$ cat src/rtl/fdma_arb_pkg.sv
// Shared FDMA arbiter definitions: FSM state encoding, channel count and the
// round-robin rotate helper used by the channel pickers.
package fdma_arb_pkg;

  typedef enum logic [1:0] {
    IDLE = 2'd0,
    REQ  = 2'd1,
    BUSY = 2'd2,
    DONE = 2'd3
  } arb_state_t;

  localparam int unsigned NUM_CH = 4;

  // Bit i of the result is the request of channel (last+1+i) mod 4.
  function automatic logic [3:0] rotate_req(input logic [3:0] req, input logic [1:0] last);
    logic [3:0] rot;
    logic [1:0] pos;
    rot = '0;
    for (int unsigned i = 0; i < NUM_CH; i++) begin
      pos = last + 2'd1 + 2'(i);
      rot[2'(i)] = req[pos];
    end
    return rot;
  endfunction

endpackage

$ cat src/rtl/fdma_rd_arbiter_4ch_rr_pick4.sv
// rr_pick4: combinational round-robin picker; the first requester after
// 'last' (wrapping) wins.
module rr_pick4
  import fdma_arb_pkg::*;
(
  input  logic [3:0] req,
  input  logic [1:0] last,
  output logic       hit,
  output logic [1:0] idx
);

  logic [3:0] rot;

  always_comb begin
    rot = rotate_req(req, last);
    hit = |rot;
    idx = last + 2'd1;
    // Walk from the far end so the nearest requester after 'last' wins.
    for (int unsigned i = NUM_CH; i > 0; i--) begin
      if (rot[2'(i - 1)]) idx = last + 2'd1 + 2'(i - 1);
    end
  end

endmodule

$ cat src/rtl/fdma_rd_arbiter_4ch.sv
// Four-channel round-robin FDMA read arbiter (one burst per grant).
// Optional REQ-state watchdog enabled by defining FDMA_RD_ARB_TIMEOUT_EN.
module fdma_rd_arbiter_4ch
  import fdma_arb_pkg::*;
#(
  parameter int AXI_DATA_WIDTH = 32,
  parameter int AXI_ADDR_WIDTH = 21
`ifdef FDMA_RD_ARB_TIMEOUT_EN
  ,
  parameter int TIMEOUT_CYC    = 1024
`endif
)
(
  input  logic                      ui_clk,
  input  logic                      ui_rstn,
  input  logic [AXI_ADDR_WIDTH-1:0] fdma_raddr_1,
  input  logic                      fdma_rareq_1,
  input  logic [15:0]               fdma_rsize_1,
  output logic                      fdma_rbusy_1,
  output logic                      fdma_rvalid_1,
  output logic [AXI_DATA_WIDTH-1:0] fdma_rdata_1,
  input  logic [AXI_ADDR_WIDTH-1:0] fdma_raddr_2,
  input  logic                      fdma_rareq_2,
  input  logic [15:0]               fdma_rsize_2,
  output logic                      fdma_rbusy_2,
  output logic                      fdma_rvalid_2,
  output logic [AXI_DATA_WIDTH-1:0] fdma_rdata_2,
  input  logic [AXI_ADDR_WIDTH-1:0] fdma_raddr_3,
  input  logic                      fdma_rareq_3,
  input  logic [15:0]               fdma_rsize_3,
  output logic                      fdma_rbusy_3,
  output logic                      fdma_rvalid_3,
  output logic [AXI_DATA_WIDTH-1:0] fdma_rdata_3,
  input  logic [AXI_ADDR_WIDTH-1:0] fdma_raddr_4,
  input  logic                      fdma_rareq_4,
  input  logic [15:0]               fdma_rsize_4,
  output logic                      fdma_rbusy_4,
  output logic                      fdma_rvalid_4,
  output logic [AXI_DATA_WIDTH-1:0] fdma_rdata_4,
  output logic [AXI_ADDR_WIDTH-1:0] fdma_raddr,
  output logic                      fdma_rareq,
  output logic [15:0]               fdma_rsize,
  input  logic                      fdma_rbusy,
  input  logic                      fdma_rvalid,
  input  logic [AXI_DATA_WIDTH-1:0] fdma_rdata
`ifdef FDMA_RD_ARB_TIMEOUT_EN
  ,
  output logic                      fdma_rd_timeout
`endif
);

  arb_state_t                state;
  logic [1:0]                sel;
  logic [1:0]                last;
  logic [3:0]                rbusy_q;
  logic                      rbusy_dly;
  logic [3:0]                req_v;
  logic                      pick_hit;
  logic [1:0]                pick_idx;
  logic                      active;
  logic [3:0]                rvalid_v;
  logic [AXI_ADDR_WIDTH-1:0] addr_v  [NUM_CH];
  logic [15:0]               size_v  [NUM_CH];
  logic [AXI_DATA_WIDTH-1:0] rdata_v [NUM_CH];
`ifdef FDMA_RD_ARB_TIMEOUT_EN
  logic [15:0]               to_cnt;
`endif

  assign req_v     = {fdma_rareq_4, fdma_rareq_3, fdma_rareq_2, fdma_rareq_1};
  assign addr_v[0] = fdma_raddr_1;
  assign addr_v[1] = fdma_raddr_2;
  assign addr_v[2] = fdma_raddr_3;
  assign addr_v[3] = fdma_raddr_4;
  assign size_v[0] = fdma_rsize_1;
  assign size_v[1] = fdma_rsize_2;
  assign size_v[2] = fdma_rsize_3;
  assign size_v[3] = fdma_rsize_4;

  rr_pick4 u_pick (
    .req  (req_v),
    .last (last),
    .hit  (pick_hit),
    .idx  (pick_idx)
  );

  always_ff @(posedge ui_clk or negedge ui_rstn) begin
    if (!ui_rstn) begin
      state      <= IDLE;
      sel        <= 2'd0;
      last       <= 2'd3;
      fdma_raddr <= '0;
      fdma_rareq <= 1'b0;
      fdma_rsize <= '0;
      rbusy_q    <= '0;
      rbusy_dly  <= 1'b0;
`ifdef FDMA_RD_ARB_TIMEOUT_EN
      to_cnt          <= '0;
      fdma_rd_timeout <= 1'b0;
`endif
    end else begin
      // Sampled in every state so the first BUSY cycle already sees the
      // high level that moved REQ->BUSY; a one-cycle busy pulse still falls.
      rbusy_dly <= fdma_rbusy;
`ifdef FDMA_RD_ARB_TIMEOUT_EN
      fdma_rd_timeout <= 1'b0;
`endif
      case (state)
        IDLE: begin
          if (pick_hit) begin
            sel        <= pick_idx;
            fdma_raddr <= addr_v[pick_idx];
            fdma_rsize <= size_v[pick_idx];
            fdma_rareq <= 1'b1;
            rbusy_q    <= 4'b0001 << pick_idx;
            state      <= REQ;
`ifdef FDMA_RD_ARB_TIMEOUT_EN
            to_cnt     <= '0;
`endif
          end
        end
        REQ: begin
          if (fdma_rbusy) begin
            fdma_rareq <= 1'b0;
            state      <= BUSY;
          end
`ifdef FDMA_RD_ARB_TIMEOUT_EN
          else if (to_cnt == 16'(TIMEOUT_CYC - 1)) begin
            fdma_rareq      <= 1'b0;
            fdma_rd_timeout <= 1'b1;
            last            <= sel;
            rbusy_q         <= '0;
            state           <= DONE;
          end else begin
            to_cnt <= to_cnt + 16'd1;
          end
`endif
        end
        BUSY: begin
          if (rbusy_dly && !fdma_rbusy) begin
            last    <= sel;
            rbusy_q <= '0;
            state   <= DONE;
          end
        end
        DONE: begin
          fdma_raddr <= '0;
          fdma_rsize <= '0;
          rbusy_q    <= '0;
          state      <= IDLE;
        end
      endcase
    end
  end

  assign active = (state == REQ) || (state == BUSY);

  always_comb begin
    for (int unsigned i = 0; i < NUM_CH; i++) begin
      rvalid_v[2'(i)] = fdma_rvalid & active & (sel == 2'(i));
      rdata_v[2'(i)]  = (active && (sel == 2'(i))) ? fdma_rdata : '0;
    end
  end

  assign fdma_rbusy_1  = rbusy_q[0];
  assign fdma_rbusy_2  = rbusy_q[1];
  assign fdma_rbusy_3  = rbusy_q[2];
  assign fdma_rbusy_4  = rbusy_q[3];
  assign fdma_rvalid_1 = rvalid_v[0];
  assign fdma_rvalid_2 = rvalid_v[1];
  assign fdma_rvalid_3 = rvalid_v[2];
  assign fdma_rvalid_4 = rvalid_v[3];
  assign fdma_rdata_1  = rdata_v[0];
  assign fdma_rdata_2  = rdata_v[1];
  assign fdma_rdata_3  = rdata_v[2];
  assign fdma_rdata_4  = rdata_v[3];

endmodule

$ cat config.mk
export PLATFORM = sky130hd
export DESIGN_NAME = fdma_rd_arbiter_4ch
export DESIGN_NICKNAME = d
export VERILOG_FILES = /design/src/rtl/fdma_arb_pkg.sv /design/src/rtl/fdma_rd_arbiter_4ch_rr_pick4.sv /design/src/rtl/fdma_rd_arbiter_4ch.sv
export SDC_FILE = /design/constraint.sdc
export NUM_CORES = 1
export LEC_CHECK = 0
export CAP_MARGIN = 20
export CORE_AREA = 2 2 141 143
export DETAILED_ROUTE_END_ITERATION = 7
export DIE_AREA = 0 0 143 145
export GPL_ROUTABILITY_DRIVEN = 0
export GPL_TIMING_DRIVEN = 0
export SYNTH_ARGS = -nofsm -noshare
export SYNTH_HDL_FRONTEND = slang
export SYNTH_SLANG_ARGS = --single-unit
$ cat constraint.sdc
create_clock -name ui_clk -period 2.2 [get_ports ui_clk]
set_input_delay 0.44 -clock ui_clk [delete_from_list [all_inputs] [get_ports ui_clk]]
set_output_delay 0.44 -clock ui_clk [all_outputs]
set_load 0.005 [all_outputs]
Word-level counts from Yosys, hierarchy flattened
Index checks and enable logic that the tools add are counted.
{"block": "classes", "eq_ne": 9, "multipliers": 0, "div": 0, "n_reduce_logical": 19, "muxes": 36, "shifts": 1, "bitwise_logic": 6, "addsub": 4, "order_cmp": 5}
{"op": "32-bit two-way mux", "count": 4}
{"op": "21-bit two-way mux", "count": 3}
{"op": "16-bit two-way mux", "count": 3}
{"op": "21-bit binary-select mux with 2-bit select", "count": 1}
{"op": "21-bit case mux with 2 select lines", "count": 1}
{"op": "16-bit binary-select mux with 2-bit select", "count": 1}
{"op": "16-bit case mux with 2 select lines", "count": 1}
{"op": "2-bit two-way mux", "count": 7}
{"op": "2-bit by 3-bit less-than comparator with 1-bit output (second input constant)", "count": 4}
{"op": "4-bit case mux with 3 select lines", "count": 1}
{"op": "3-bit AND reduction", "count": 3}
{"op": "1-bit binary-select mux with 2-bit select", "count": 4}
{"op": "2-bit == test (second input constant)", "count": 4}
{"op": "4-bit two-way mux", "count": 2}
{"op": "2-bit case mux with 4 select lines", "count": 1}
{"op": "1-bit two-way mux", "count": 6}
{"op": "2-bit != test (second input constant)", "count": 3}
{"op": "2-bit AND reduction", "count": 3}
{"op": "1-bit AND", "count": 5}
{"op": "1-bit logical AND", "count": 5}
{"op": "2-bit by 1-bit adder with 2-bit output (second input constant)", "count": 2}
{"op": "2-bit adder (second input constant)", "count": 2}
{"op": "2-bit by 1-bit == test with 1-bit output (second input constant)", "count": 2}
{"op": "2-bit logical NOT", "count": 2}
{"op": "9 further kinds", "count": 10}
{"block": "totals", "word_cells": 88, "output_inout_bits": 174, "latchBits": 0, "input_bits": 188, "mem_bits_rw": 0, "regBits": 49, "mem_count": 0, "mem_bits_ro": 0}

Longest topological paths before layout
Gate-level depths: netlist (run 1).
{"block": "logic_depth", "ltp_word": 14, "ltp_mapped": 8, "ltp_nobuf": 6}

By module
Synthesis (run 1) repeated with hierarchy kept, for this count alone.
{"block": "unflattened", "hier_cells": 423, "hier_area_um2": 4012.6}
{"mod": "fdma_rd_arbiter_4ch", "area_per_inst_um2": 3901.2, "n_inst": 1, "cells_each": 405, "seq_area_each_um2": 1228.7}
{"mod": "rr_pick4", "area_per_inst_um2": 111.4, "n_inst": 1, "cells_each": 18, "seq_area_each_um2": 0.0}

Worst setup path before layout (run 1)
No wires, ideal clock.
{"block": "synth_path", "path_kind": "register to output", "startpoint": "register state[0]", "endpoint": "output port fdma_rdata_1[10]", "stages_incl_launch_ff": 6, "path_buffers": 1, "required_time_ns": 1.760, "slack_ns": 0.245, "arrival_ns": 1.515, "cell_sequence": "dfrtp_1 > inv_1 > ha_1 > nor3b_1 > clkbuf_1 > and2_1"}
{"block": "synth_via", "elab_chain_cells": 4, "elab_cells_between_ends": 5, "classes_between": "eq/ne: 2; mux: 1; reduce/logical: 2"}
{"element": "start: declaration", "line": "fdma_rd_arbiter_4ch.sv:52", "source": "arb_state_t state;"}
{"element": "start signal: assignment", "line": "fdma_rd_arbiter_4ch.sv:88", "source": "state <= IDLE;"}
{"element": "start signal: assignment", "line": "fdma_rd_arbiter_4ch.sv:115", "source": "state <= REQ;"}
{"element": "start signal: assignment", "line": "fdma_rd_arbiter_4ch.sv:124", "source": "state <= BUSY;"}
{"element": "2-bit by 1-bit == test with 1-bit output / 2-bit == test (equally long branches)", "line": "fdma_rd_arbiter_4ch.sv:155", "source": "assign active = (state == REQ) || (state == BUSY);"}
{"element": "1-bit logical OR (*)", "line": "fdma_rd_arbiter_4ch.sv:155"}
{"element": "1-bit logical AND (*)", "line": "fdma_rd_arbiter_4ch.sv:160", "source": "rdata_v[2'(i)] = (active && (sel == 2'(i))) ? fdma_rdata : '0;"}
{"element": "32-bit two-way mux (*)", "line": "fdma_rd_arbiter_4ch.sv:160"}
{"element": "end: declaration", "line": "fdma_rd_arbiter_4ch.sv:21", "source": "output logic [AXI_DATA_WIDTH-1:0] fdma_rdata_1,"}
Every way passes the cells marked *; elsewhere a longest branch is shown, timed or not.

Final worst setup path (run 1)
{"block": "layout_path", "startpoint": "register state[0]", "endpoint": "output port fdma_rdata_2[16]"}
{"block": "layout_via", "elab_chain_cells": 4, "elab_cells_between_ends": 5, "classes_between": "eq/ne: 2; mux: 1; reduce/logical: 2"}
{"element": "2-bit by 1-bit == test with 1-bit output / 2-bit == test (equally long branches)", "line": "fdma_rd_arbiter_4ch.sv:155"}
{"element": "1-bit logical OR (*)", "line": "fdma_rd_arbiter_4ch.sv:155"}
{"element": "1-bit logical AND (*)", "line": "fdma_rd_arbiter_4ch.sv:160"}
{"element": "32-bit two-way mux (*)", "line": "fdma_rd_arbiter_4ch.sv:160"}
{"element": "end: declaration", "line": "fdma_rd_arbiter_4ch.sv:27", "source": "output logic [AXI_DATA_WIDTH-1:0] fdma_rdata_2,"}
Marked as above.

==> reports/summary.txt, run 1 <==
Hold Path Class -> in -> async
CTS tree -> yes
die width -> 143 um
Switch Pwr -> 0.00400 W
detailed-placement wirelength estimate -> 15.1 mm
Worst path max stage delay -> 380 ps
core box area -> 19,200 um2
antenna violations before repair -> 1
placed cell count -> 1,053
buffer depth of the longest clock path -> 2
First-pass DRT Iterations -> 4
Seq/Total Area, Yosys -> 30.5%
peak supply drop -> 425 uV
Gate Count Post-Synth -> 426
RSZ-0062 raised after global routing -> true
crit-path cells -> inv_2 > ha_4 > and3b_4 > buf_8 > buf_6 > buf_6 > and2_4 > buf_6
area occupied by multi-input gates -> 2940 um2
WL final -> 20.3 mm
row count -> 51
clk slew on worst S/H paths -> 70 ps
Final Slew Violations -> 0
final hold violation count -> 0
CP top delay family -> buffers and inverters
Reg power frac -> 14.1%
clk_skew -> 6.94 ps
area delta synth->final -> 130%
htree depth -> 2
post-route setup slack -> -151 ps
Comb pwr share -> 78.3%
Fill cells -> 1,805
die height -> 145 um
worst skew pair latency -> 290 ps
fin util -> 48.2%
Power Density -> 1150 nW/um2
Clk pwr share -> 7.6%
Tcrit/Tclk final -> 107%
CP Data Required Time -> 1760 ps
CTS root buf -> clkbuf_16
#FFs+latches synth -> 49
crit end category -> primary output
Worst EP arrival -> 1910 ps
relative max-transition margin -> 56.7%
# clock sinks -> 49
Net Sw Frac -> 37.7%
port bufs -> 361
number of buffers created by CTS -> 5
Crit-path slowest cell -> dfrtp_1
Setup WS pre-CTS -> -812 ps
vias in the first global route -> 4,944
largest net degree at the start of global routing -> 30
Tot GR Track Use -> 18.8%
post-synthesis cell area -> 4020 um2
hold buffers post-CTS -> 0
DR DRC count -> 0
worst slew pin tran -> 633 ps
CP Max Fanout -> 7
Fmax -> 0.425 GHz
final non-filler cell total -> 1,122
Yosys warnings -> 0
Routed WL per cell -> 18.1 um
Overflow after GRT -> 0
Startpoint Class -> flop
layout cells sized above 1 -> 43.5%
routed vias -> 4,736
max-cap violations -> 0
CP most frequent cell -> buf_6
Setup Viol. Count Final -> 76
post-synthesis cell type count -> 34
failing checks -> setup timing
status -> finished, violations left
I/O pins -> 362
vias per inst -> 4.22
Final #Nets -> 1,048
Buf+Inv Stages, Crit Path -> 5
die area -> 20,700 um2
Pleak -> 4.32 nW
DR iter-0 viols -> 101
first-pass GRT wire length -> 30.1 mm
Post-Syn Area per Cell -> 9.44 um2
Final ANT Viol Nets -> 0
Final Critical Period -> 2350 ps
Initial Util -> 20.9%
synthesized net count -> 619
register area -> 1230 um2
worst setup path category -> reg -> out
Int Power -> 0.00662 W
## cell usage after synthesis
cell	instances	area share (%)
a2111oi_0	1	0.22
a21oi_1	3	0.37
a222oi_1	1	0.25
a31o_2	1	0.22
and2_1	132	21
and3_1	1	0.16
and3b_1	1	0.22
buf_2	7	0.87
buf_4	4	0.75
buf_6	4	1.1
clkbuf_1	15	1.4
dfrtp_1	47	29
dfstp_2	2	1.3
ha_1	5	1.6
inv_1	9	0.84
mux2_2	3	0.84
mux2i_1	74	18
nand2_1	48	4.5
nand2_2	1	0.16
nand2b_1	6	0.93
nand3_1	1	0.12
nand3b_1	1	0.19
nor2_1	4	0.37
nor3b_1	1	0.19
nor4_1	1	0.16
o211ai_1	1	0.19
o21ai_0	9	1.1
o21ai_1	1	0.12
o21bai_1	1	0.19
o221ai_1	7	1.5
o221ai_2	30	11
o22ai_1	2	0.31
o32a_1	1	0.25
xor2_1	1	0.22
## worst paths after layout
kind,slack [ps],endpoint,cells after the start,start
max,-150,fdma_rdata_2[16],8,state[0]
min,120,fdma_raddr[1],1,ui_rstn
max reg2reg,180,fdma_raddr[1],8,last[1]
min reg2reg,480,rbusy_q[3],2,rbusy_q[3]
max in group asynchronous,1520,fdma_raddr[14],2,ui_rstn
min in group ui_clk,480,rbusy_q[3],2,rbusy_q[3]
## state kept, by name, indices dropped and copies added (netlist names)
name / flops
fdma_raddr: 21
fdma_rsize: 16
rbusy_q: 4
last: 2
sel: 2
state: 2
fdma_rareq: 1
rbusy_dly: 1
## kinds of logic after synthesis
group	Yosys count	share of synthesized area [%]
and+or+nand+nor	197	27.5
muxes	77	19.3
AOI/OAI and AO/OA	58	16.0
DFF	49	30.5
buffers and inverters	39	4.98
adders and majority gates	5	1.56
xor gates and xnor gates	1	0.218
## routing by layer
layer	global-route usage, %	share of wire (%)
met1	24.4	43
met2	31.8	50
met3	3.99	5.7
met4	3.81	2.1
met5	0	0
## repair_timing
item	CTS	global route
setup endpoints to repair	172	165
gates resized for setup	688	166
pin swaps	48	1
setup buffers	48	5
cloned	12	2
hold endpoints to repair	0	0
## layout make-up
type                       count  share of cell area, %
sequential                    49                   13.3
buffer                        28                   3.85
inverter                       9                  0.365
multi-input combinational    340                   31.7
tap                          265                   3.58
clock buffer                   6                   1.50
antenna                        1                 0.0270
clock inverter                 2                  0.149
timing repair buffer         422                   45.5
## cell usage in the layout, fill, tap and decap left out, types with 15 or more instances in the layout
cell type        instances
clkdlybuf4s50_1        225
buf_6                  126
and2_4                  88
mux2i_1                 69
nand2_1                 47
dfrtp_1                 47
and2_1                  44
buf_2                   44
o221ai_2                30
buf_8                   21
buf_4                   15
## power by group through the flow
| stage | logic (W) | clock network [W] | registers [W] |
|---|---|---|---|
| floorplan | 0.00299 | 0 | 0.00148 |
| global placement | 0.00610 | 0 | 0.00148 |
| detailed placement | 0.00611 | 0 | 0.00148 |
| CTS | 0.00749 | 0.000841 | 0.00150 |
| global route | 0.00889 | 0.000884 | 0.00154 |
| finish | 0.00831 | 0.000806 | 0.00150 |
## metrics by stage
step | TNS [ps] | total power (W) | hold WS, ps | instance area, um2
after floorplan | 0 | 0.00447 | 144 | 4020
after global placement | -143470 | 0.00758 | 464 | 7970
after detailed placement | -100980 | 0.00760 | 440 | 7980
after CTS | -6510 | 0.00983 | 128 | 8640
after global routing | -12000 | 0.0113 | 142 | 9250
final | -6010 | 0.0106 | 120 | 9250
(Power assumes the default switching activity.)
==> run 2, diff against run 1 <==
--- a/config.mk
+++ b/config.mk
@@ -11,6 +11,7 @@
 export DIE_AREA = 0 0 143 145
 export GPL_ROUTABILITY_DRIVEN = 0
 export GPL_TIMING_DRIVEN = 0
+export SETUP_SLACK_MARGIN = 0.5
 export SYNTH_ARGS = -nofsm -noshare
 export SYNTH_HDL_FRONTEND = slang
 export SYNTH_SLANG_ARGS = --single-unit
==> run 2 against run 1 <==
Net effect: the run still ends with setup timing left; routed wire length up 11%; final cell count up 3.9%; critical path depth unchanged; core utilization up 6.4 points; worst setup slack worse by 27 ps; count of clock-buffer cells in the layout unchanged; total power up 20%; register-to-register slack better by 40 ps; flip-flop and latch count unchanged; global-route usage up 2.2 points; critical endpoint is now fdma_rdata_2[11]; largest power group unchanged.
==> reports/summary.txt, run 2 (synthesis results as in run 1) <==
status -> finished, violations left
failing checks -> setup timing
peak supply drop -> 551 uV (+30%)
Switch Pwr -> 0.00464 W (+16%)
final instance area -> 10,500 um2 (+13%)
Setup WS pre-CTS -> -904 ps (-91.3 ps)
worst skew pair latency -> 300 ps (about the same)
CTS tree -> yes
relative max-transition margin -> 63.8% (+7.1 points)
WL final -> 22.5 mm (+11%)
row count -> 51 (unchanged)
Net Sw Frac -> 36.3% (-1.4 points)
CP Data Required Time -> 1760 ps (about the same)
number of buffers created by CTS -> 5 (unchanged)
vias in the first global route -> 5,352 (+8.3%)
crit-path cells -> inv_2 > ha_4 > and3b_2 > buf_12 > buf_8 > buf_6 > and2_1 > buf_2
first-pass GRT wire length -> 32.7 mm (+8.4%)
Worst EP arrival -> 1940 ps (+30 ps)
DR DRC count -> 0 (unchanged)
post-route setup slack -> -178 ps (-27.5 ps)
Routed WL per cell -> 19.3 um (+6.4%)
fin util -> 54.6% (+6.4 points)
port bufs -> 361 (unchanged)
final non-filler cell total -> 1,166 (+3.9%)
Overflow after GRT -> 0 (unchanged)
Int Power -> 0.00815 W (+23%)
worst setup path end -> fdma_rdata_2[11]
Reg power frac -> 11.8% (-2.3 points)
First-pass DRT Iterations -> 4 (unchanged)
Final Slew Violations -> 0 (unchanged)
die width -> 143 um (unchanged)
CP Max Fanout -> 6 (-1)
core box area -> 19,200 um2 (unchanged)
area delta synth->final -> 161%
Clk pwr share -> 6.1% (-1.5 points)
vias per inst -> 4.41 (+4.4%)
detailed-placement wirelength estimate -> 16.1 mm (+6.4%)
worst slew pin tran -> 543 ps (-89.8 ps)
worst reg2reg setup slack -> 220 ps (+40 ps)
Startpoint Class -> flop
die height -> 145 um (unchanged)
Worst path max stage delay -> 400 ps (+20 ps)
Tot GR Track Use -> 21.0% (+2.2 points)
Final Critical Period -> 2380 ps (+27.5 ps)
die area -> 20,700 um2 (unchanged)
routed vias -> 5,140 (+8.5%)
crit end category -> primary output
Largest register FFs -> 21 (unchanged)
crit path from -> state[0]
Tcrit/Tclk final -> 108% (+1.2 points)
most frequent cells in the layout -> 222 x clkdlybuf4s50_1, 140 x buf_6, 86 x and2_4, 47 x dfrtp_1, 47 x buf_2
Initial Util -> 20.9% (unchanged)
# clock sinks -> 49 (unchanged)
I/O pins -> 362 (unchanged)
placed cell area -> 8050 um2 (+0.80%)
r2r worst-path depth -> 9 (+1)
antenna violations before repair -> 4 (+3)
Fill cells -> 1,713 (-5.1%)
biggest regs -> fdma_raddr x21, fdma_rsize x16, rbusy_q x4
FF-to-FF End -> fdma_rsize[1]
worst r2r src -> last[1]
placed cell count -> 1,053 (unchanged)
Comb pwr share -> 82.2% (+3.9 points)
Power Density -> 1220 nW/um2 (+6.2%)
clk slew on worst S/H paths -> 70 ps (about the same)
Final ANT Viol Nets -> 0 (unchanged)
Top reg by flops -> fdma_raddr
DR iter-0 viols -> 106 (+5.0%)
htree depth -> 2 (unchanged)
final hold violation count -> 0 (unchanged)
layout cells sized above 1 -> 51.7% (+8.3 points)
Min Hold Slack -> 118 ps (-1.65 ps)
Pleak -> 4.76 nW (+10%)
Final #Nets -> 1,091 (+4.1%)
max-cap violations -> 0 (unchanged)
clk_skew -> 8.58 ps (+1.64 ps)
commonest non-fill, non-tap cell in the layout -> clkdlybuf4s50_1
RSZ-0062 raised after global routing -> true
Crit-path slowest cell -> dfrtp_1
largest net degree at the start of global routing -> 30 (unchanged)
CTS root buf -> clkbuf_16
Fmax -> 0.420 GHz (-1.2%)
Setup Viol. Count Final -> 108 (+42%)
buffer depth of the longest clock path -> 2 (unchanged)
worst setup path category -> reg -> out
Hold Path Class -> in -> async
[run 2: cell types whose count changed in the layout (fill, tap and decap cells not counted), sizes merged, moves of 2 or more]
cell           before  now
buf               211  255
dlymetal6s2s        0    2
dlygate4sd2         3    1
clkdlybuf4s50     225  222
clkbuf             16   18
[run 2: how the worst min path moves through the flow]
stage | startpoint | to
after CTS | ui_rstn | fdma_raddr[19]
after floorplan | ui_rstn | fdma_raddr[0]
after global routing | ui_rstn | fdma_raddr[19]
after global placement | fdma_rsize[6] | fdma_rsize[6]
after detailed placement | ui_rstn | fdma_rsize[11]
final | ui_rstn | fdma_raddr[19]
[run 2: power by group through the flow]
stage               clock network (W)  logic (W)  registers [W]
global placement                    0    0.00620        0.00150
global route                 0.000834     0.0111        0.00155
detailed placement                  0    0.00622        0.00150
CTS                          0.000793    0.00936        0.00150
floorplan                           0    0.00310        0.00149
finish                       0.000775     0.0105        0.00150
[run 2: repair_timing]
item | 4_1_cts | 5_1_grt
setup buffers | 73 | 12
hold buffers | 0 | 0
pin swaps | 56 | 10
hold endpoints to repair | 0 | 0
gates cloned | 18 | 0
setup endpoints to repair | 177 | 177
gates resized for setup | 809 | 157
[run 2: critical path: cells and delay by family (launching register included)]
family | cells | cell delay, ps
DFF | 1 | 400
buffers and inverters | 5 | 580
adders and majority gates | 1 | 230
and+or+nand+nor | 2 | 430
[run 2: area by class of cell]
cell class / count / area (um2) / share of cell area, %
Timing Repair Buffer: 464 / 4920 / 46.9
Inverter: 9 / 46.3 / 0.441
Multi-Input combinational cell: 339 / 3340 / 31.9
Sequential cell: 49 / 1230 / 11.7
Clock inverter: 2 / 10.0 / 0.0955
Antenna cell: 2 / 5.00 / 0.0477
Tap cell: 265 / 332 / 3.16
Clock buffer: 6 / 129 / 1.23
Buffer: 30 / 469 / 4.47
[run 2: routing by layer]
| layer | wire length [um] | track usage (%) | up-vias |
|---|---|---|---|
| met2 | 12300 | 40.0 | 259 |
| met4 | 599 | 6.68 | 4 |
| met3 | 1930 | 6.20 | 36 |
| li1 | - | - | 2448 |
| met5 | 27 | 0 | - |
| met1 | 7630 | 21.5 | 2393 |
[run 2: metrics by stage]
stage / TNS [ps] / power, W
3_5_place_dp: -61340 / 0.00772
2_1_floorplan: 0 / 0.00459
6_report: -10070 / 0.0128
3_3_place_gp: -106310 / 0.00771
4_1_cts: -7170 / 0.0117
5_1_grt: -18980 / 0.0135
==> run 3, diff against run 2 <==
--- a/config.mk
+++ b/config.mk
@@ -7,6 +7,7 @@
 export LEC_CHECK = 0
 export CAP_MARGIN = 20
 export CORE_AREA = 2 2 141 143
+export CTS_CLUSTER_SIZE = 8
 export DETAILED_ROUTE_END_ITERATION = 7
 export DIE_AREA = 0 0 143 145
 export GPL_ROUTABILITY_DRIVEN = 0
@@ -14,4 +15,5 @@
 export SETUP_SLACK_MARGIN = 0.5
 export SYNTH_ARGS = -nofsm -noshare
 export SYNTH_HDL_FRONTEND = slang
+export SYNTH_HIERARCHICAL = 1
 export SYNTH_SLANG_ARGS = --single-unit
==> run 3 against run 2 <==
Net effect: the flow still finishes with violations (setup timing); core utilization decreased by 1.8 points; final cell count decreased by 2.3%; sequential power about the same; area after synthesis decreased by 0.25%; non-clock buffer count decreased by 19; routed wire length decreased by 8.3%; global-route usage decreased by 2.4 points; final area decreased by 3.3%; critical endpoint is now fdma_rdata_2[6]; highest routed layer is now met4.
==> reports/summary.txt, run 3 <==
peak supply drop -> 551 uV (about the same)
vias in the first global route -> 5,098 (-4.7%)
post-synthesis cell type count -> 38 (+12%)
CTS tree -> yes
most instantiated cells after synthesis -> 132 x and2_1, 47 x dfrtp_1, 46 x mux2_2, 39 x nor2_1, 38 x mux2i_1
most frequent cells in the layout -> 222 x clkdlybuf4s50_1, 153 x buf_6, 108 x and2_4, 46 x dfrtp_1, 38 x nor2_1
Switch Pwr -> 0.00431 W (-7.1%)
WL final -> 20.6 mm (-8.3%)
crit path from -> state[0]
CTS root buf -> clkbuf_16
CP Max Fanout -> 6 (unchanged)
Min Hold Slack -> 102 ps (-16.0 ps)
Gate Count Post-Synth -> 423 (-0.70%)
status -> finished, violations left
biggest regs -> fdma_raddr x21, fdma_rsize x16, rbusy_q x4
max-cap violations -> 0 (unchanged)
synthesized net count -> 617 (-0.32%)
post-route setup slack -> -139 ps (+39.1 ps)
antenna violations before repair -> 0 (-4)
Setup Viol. Count Final -> 67 (-38%)
first-pass GRT wire length -> 29.7 mm (-9.1%)
Post-Syn Area per Cell -> 9.49 um2 (+0.46%)
Setup WS pre-CTS -> -569 ps (+335 ps)
relative max-transition margin -> 62.7% (-1.1 points)
DR DRC count -> 0 (unchanged)
failing checks -> setup timing
number of buffers created by CTS -> 5 (unchanged)
Final ANT Viol Nets -> 0 (unchanged)
n_diodes -> 0 (-2)
port bufs -> 361 (unchanged)
routed vias -> 5,004 (-2.6%)
Worst EP arrival -> 1900 ps (-40 ps)
Net Sw Frac -> 34.4% (-1.9 points)
area leader, netlist -> dfrtp_1
die area -> 20,700 um2 (unchanged)
total power -> 0.0125 W (-2.1%)
layout cells sized above 1 -> 50.7% (-1.0 points)
commonest non-fill, non-tap cell in the layout -> clkdlybuf4s50_1
ys async rst share -> 100% (unchanged)
Int Power -> 0.00822 W (+0.80%)
# clock sinks -> 49 (unchanged)
I/O pins -> 362 (unchanged)
Power Density -> 1230 nW/um2 (+1.2%)
buffer depth of the longest clock path -> 2 (unchanged)
die height -> 145 um (unchanged)
Routed WL per cell -> 18.1 um (-6.1%)
worst skew pair latency -> 300 ps (about the same)
Hold Path Class -> in -> async
worst slew pin tran -> 558 ps (+15.4 ps)
hold buffers post-CTS -> 0 (unchanged)
CP Data Required Time -> 1760 ps (about the same)
worst r2r src -> last[1]
Pleak -> 4.69 nW (-1.3%)
share of the synthesized area in the top cell type -> 29.3% (+0.073 points)
clk_skew -> 12.1 ps (+3.53 ps)
area delta synth->final -> 153%
crit end category -> primary output
row count -> 51 (unchanged)
Final #Nets -> 1,067 (-2.2%)
clk slew on worst S/H paths -> 80 ps (about the same)
Largest register FFs -> 21 (unchanged)
Final Critical Period -> 2340 ps (-39.1 ps)
largest net degree at the start of global routing -> 31 (+3.3%)
FF-to-FF End -> fdma_raddr[11]
Clk pwr share -> 6.4% (+0.3 points)
RSZ-0062 raised after global routing -> true
core box area -> 19,200 um2 (unchanged)
Main synth FF type -> dfrtp_1
Startpoint Class -> flop
final non-filler cell total -> 1,139 (-2.3%)
Overflow after GRT -> 0 (unchanged)
DR iter-0 viols -> 115 (+8.5%)
final hold violation count -> 0 (unchanged)
Post-synth EDFFs -> 0 (unchanged)
#FFs+latches synth -> 49 (unchanged)
worst reg2reg setup slack -> -10 ps (-230 ps)
Synth area leaders -> dfrtp_1 29%, and2_1 21%, mux2_2 13%, mux2i_1 9.5%, a221o_1 9.2%
Seq/Total Area, Yosys -> 30.6% (+0.076 points)
First-pass DRT Iterations -> 6 (+2)
Final Slew Violations -> 0 (unchanged)
worst setup path category -> reg -> out
Tot GR Track Use -> 18.6% (-2.4 points)
Initial Util -> 20.9% (-0.052 points)
htree depth -> 2 (unchanged)
Comb pwr share -> 81.4% (-0.8 points)
Reg power frac -> 12.2% (+0.4 points)
detailed-placement wirelength estimate -> 14.5 mm (-10%)
Fmax -> 0.427 GHz (+1.7%)
post-synthesis cell area -> 4010 um2 (-0.25%)
r2r worst-path depth -> 9 (unchanged)
Tcrit/Tclk final -> 106% (-1.8 points)
Top reg by flops -> fdma_raddr
Fill cells -> 1,686 (-1.6%)
most frequent cell after synthesis -> and2_1
die width -> 143 um (unchanged)
vias per inst -> 4.39 (-0.34%)
placed cell count -> 1,050 (-0.28%)
Yosys warnings -> 6 (+6)
-- run 3: cells by family after synthesis --
logic type / Yosys count / share of synthesized area (%)
and+or+nand+nor: 193 / 28.1
xor gates and xnor gates: 1 / 0.218
muxes: 85 / 22.7
AOI/OAI and AO/OA: 50 / 11.7
DFF: 49 / 30.6
buffers and inverters: 39 / 4.74
adders and majority gates: 6 / 1.87
-- run 3: per-layer routing --
metal	global-route usage [%]	wire length, um	up-vias
li1	-	-	2400
met1	19.5	7400	2345
met2	36.7	11400	241
met3	4.88	1530	18
met4	3.32	240	0
met5	0	0	-
-- run 3: per-stage QoR --
step                instance area, um2  utilization (%)  setup TNS, ps
global placement                  8110             42.2         -88300
CTS                               9190             47.8          -4190
global route                     10100             52.8         -12230
finish                           10100             52.8          -3850
detailed placement                8120             42.3         -46790
floorplan                         4160                -              0
-- run 3: worst max-delay path by stage --
stage                            endpoint  slack [ps]  cells past startpoint
final                     fdma_rdata_2[6]        -140                      8
after global placement      fdma_raddr[0]        -920                      1
after floorplan            fdma_raddr[13]         300                      7
after CTS                 fdma_rdata_2[8]        -130                      8
after global routing      fdma_rdata_2[2]        -190                      8
after detailed placement    fdma_raddr[9]        -570                      9
-- run 3: critical path, cell delays in order (launching register included) --
cell	delay, ps
dfrtp_2	420
inv_2	90
ha_4	230
and3b_2	240
buf_6	130
buf_6	120
buf_8	120
and2_4	150
buf_6	110
-- run 3: power groups by stage --
stage	Sequential (W)	Combinational (W)	Clock [W]
3_5_place_dp	0.00151	0.00632	0
5_1_grt	0.00158	0.0108	0.000865
2_1_floorplan	0.00150	0.00328	0
6_report	0.00153	0.0102	0.000806
4_1_cts	0.00152	0.00886	0.000823
3_3_place_gp	0.00152	0.00629	0
-- run 3: timing repair --
| action | 4_1_cts | 5_1_grt |
|---|---|---|
| cloned | 21 | 0 |
| buffers inserted | 48 | 12 |
| setup endpoints to repair | 178 | 180 |
| resized for setup | 739 | 218 |
| pin swaps | 113 | 15 |
-- run 3: area by class of cell --
| cell class | instances | area, um2 | share of cell area [%] |
|---|---|---|---|
| clock buffers | 6 | 129 | 1.27 |
| well taps | 265 | 332 | 3.27 |
| clock inverters | 2 | 13.8 | 0.136 |
| flip-flops and latches | 49 | 1230 | 12.1 |
| plain buffers | 33 | 457 | 4.50 |
| multi-input cells | 336 | 3260 | 32.2 |
| inverters | 6 | 22.5 | 0.222 |
| repair buffers | 442 | 4700 | 46.3 |
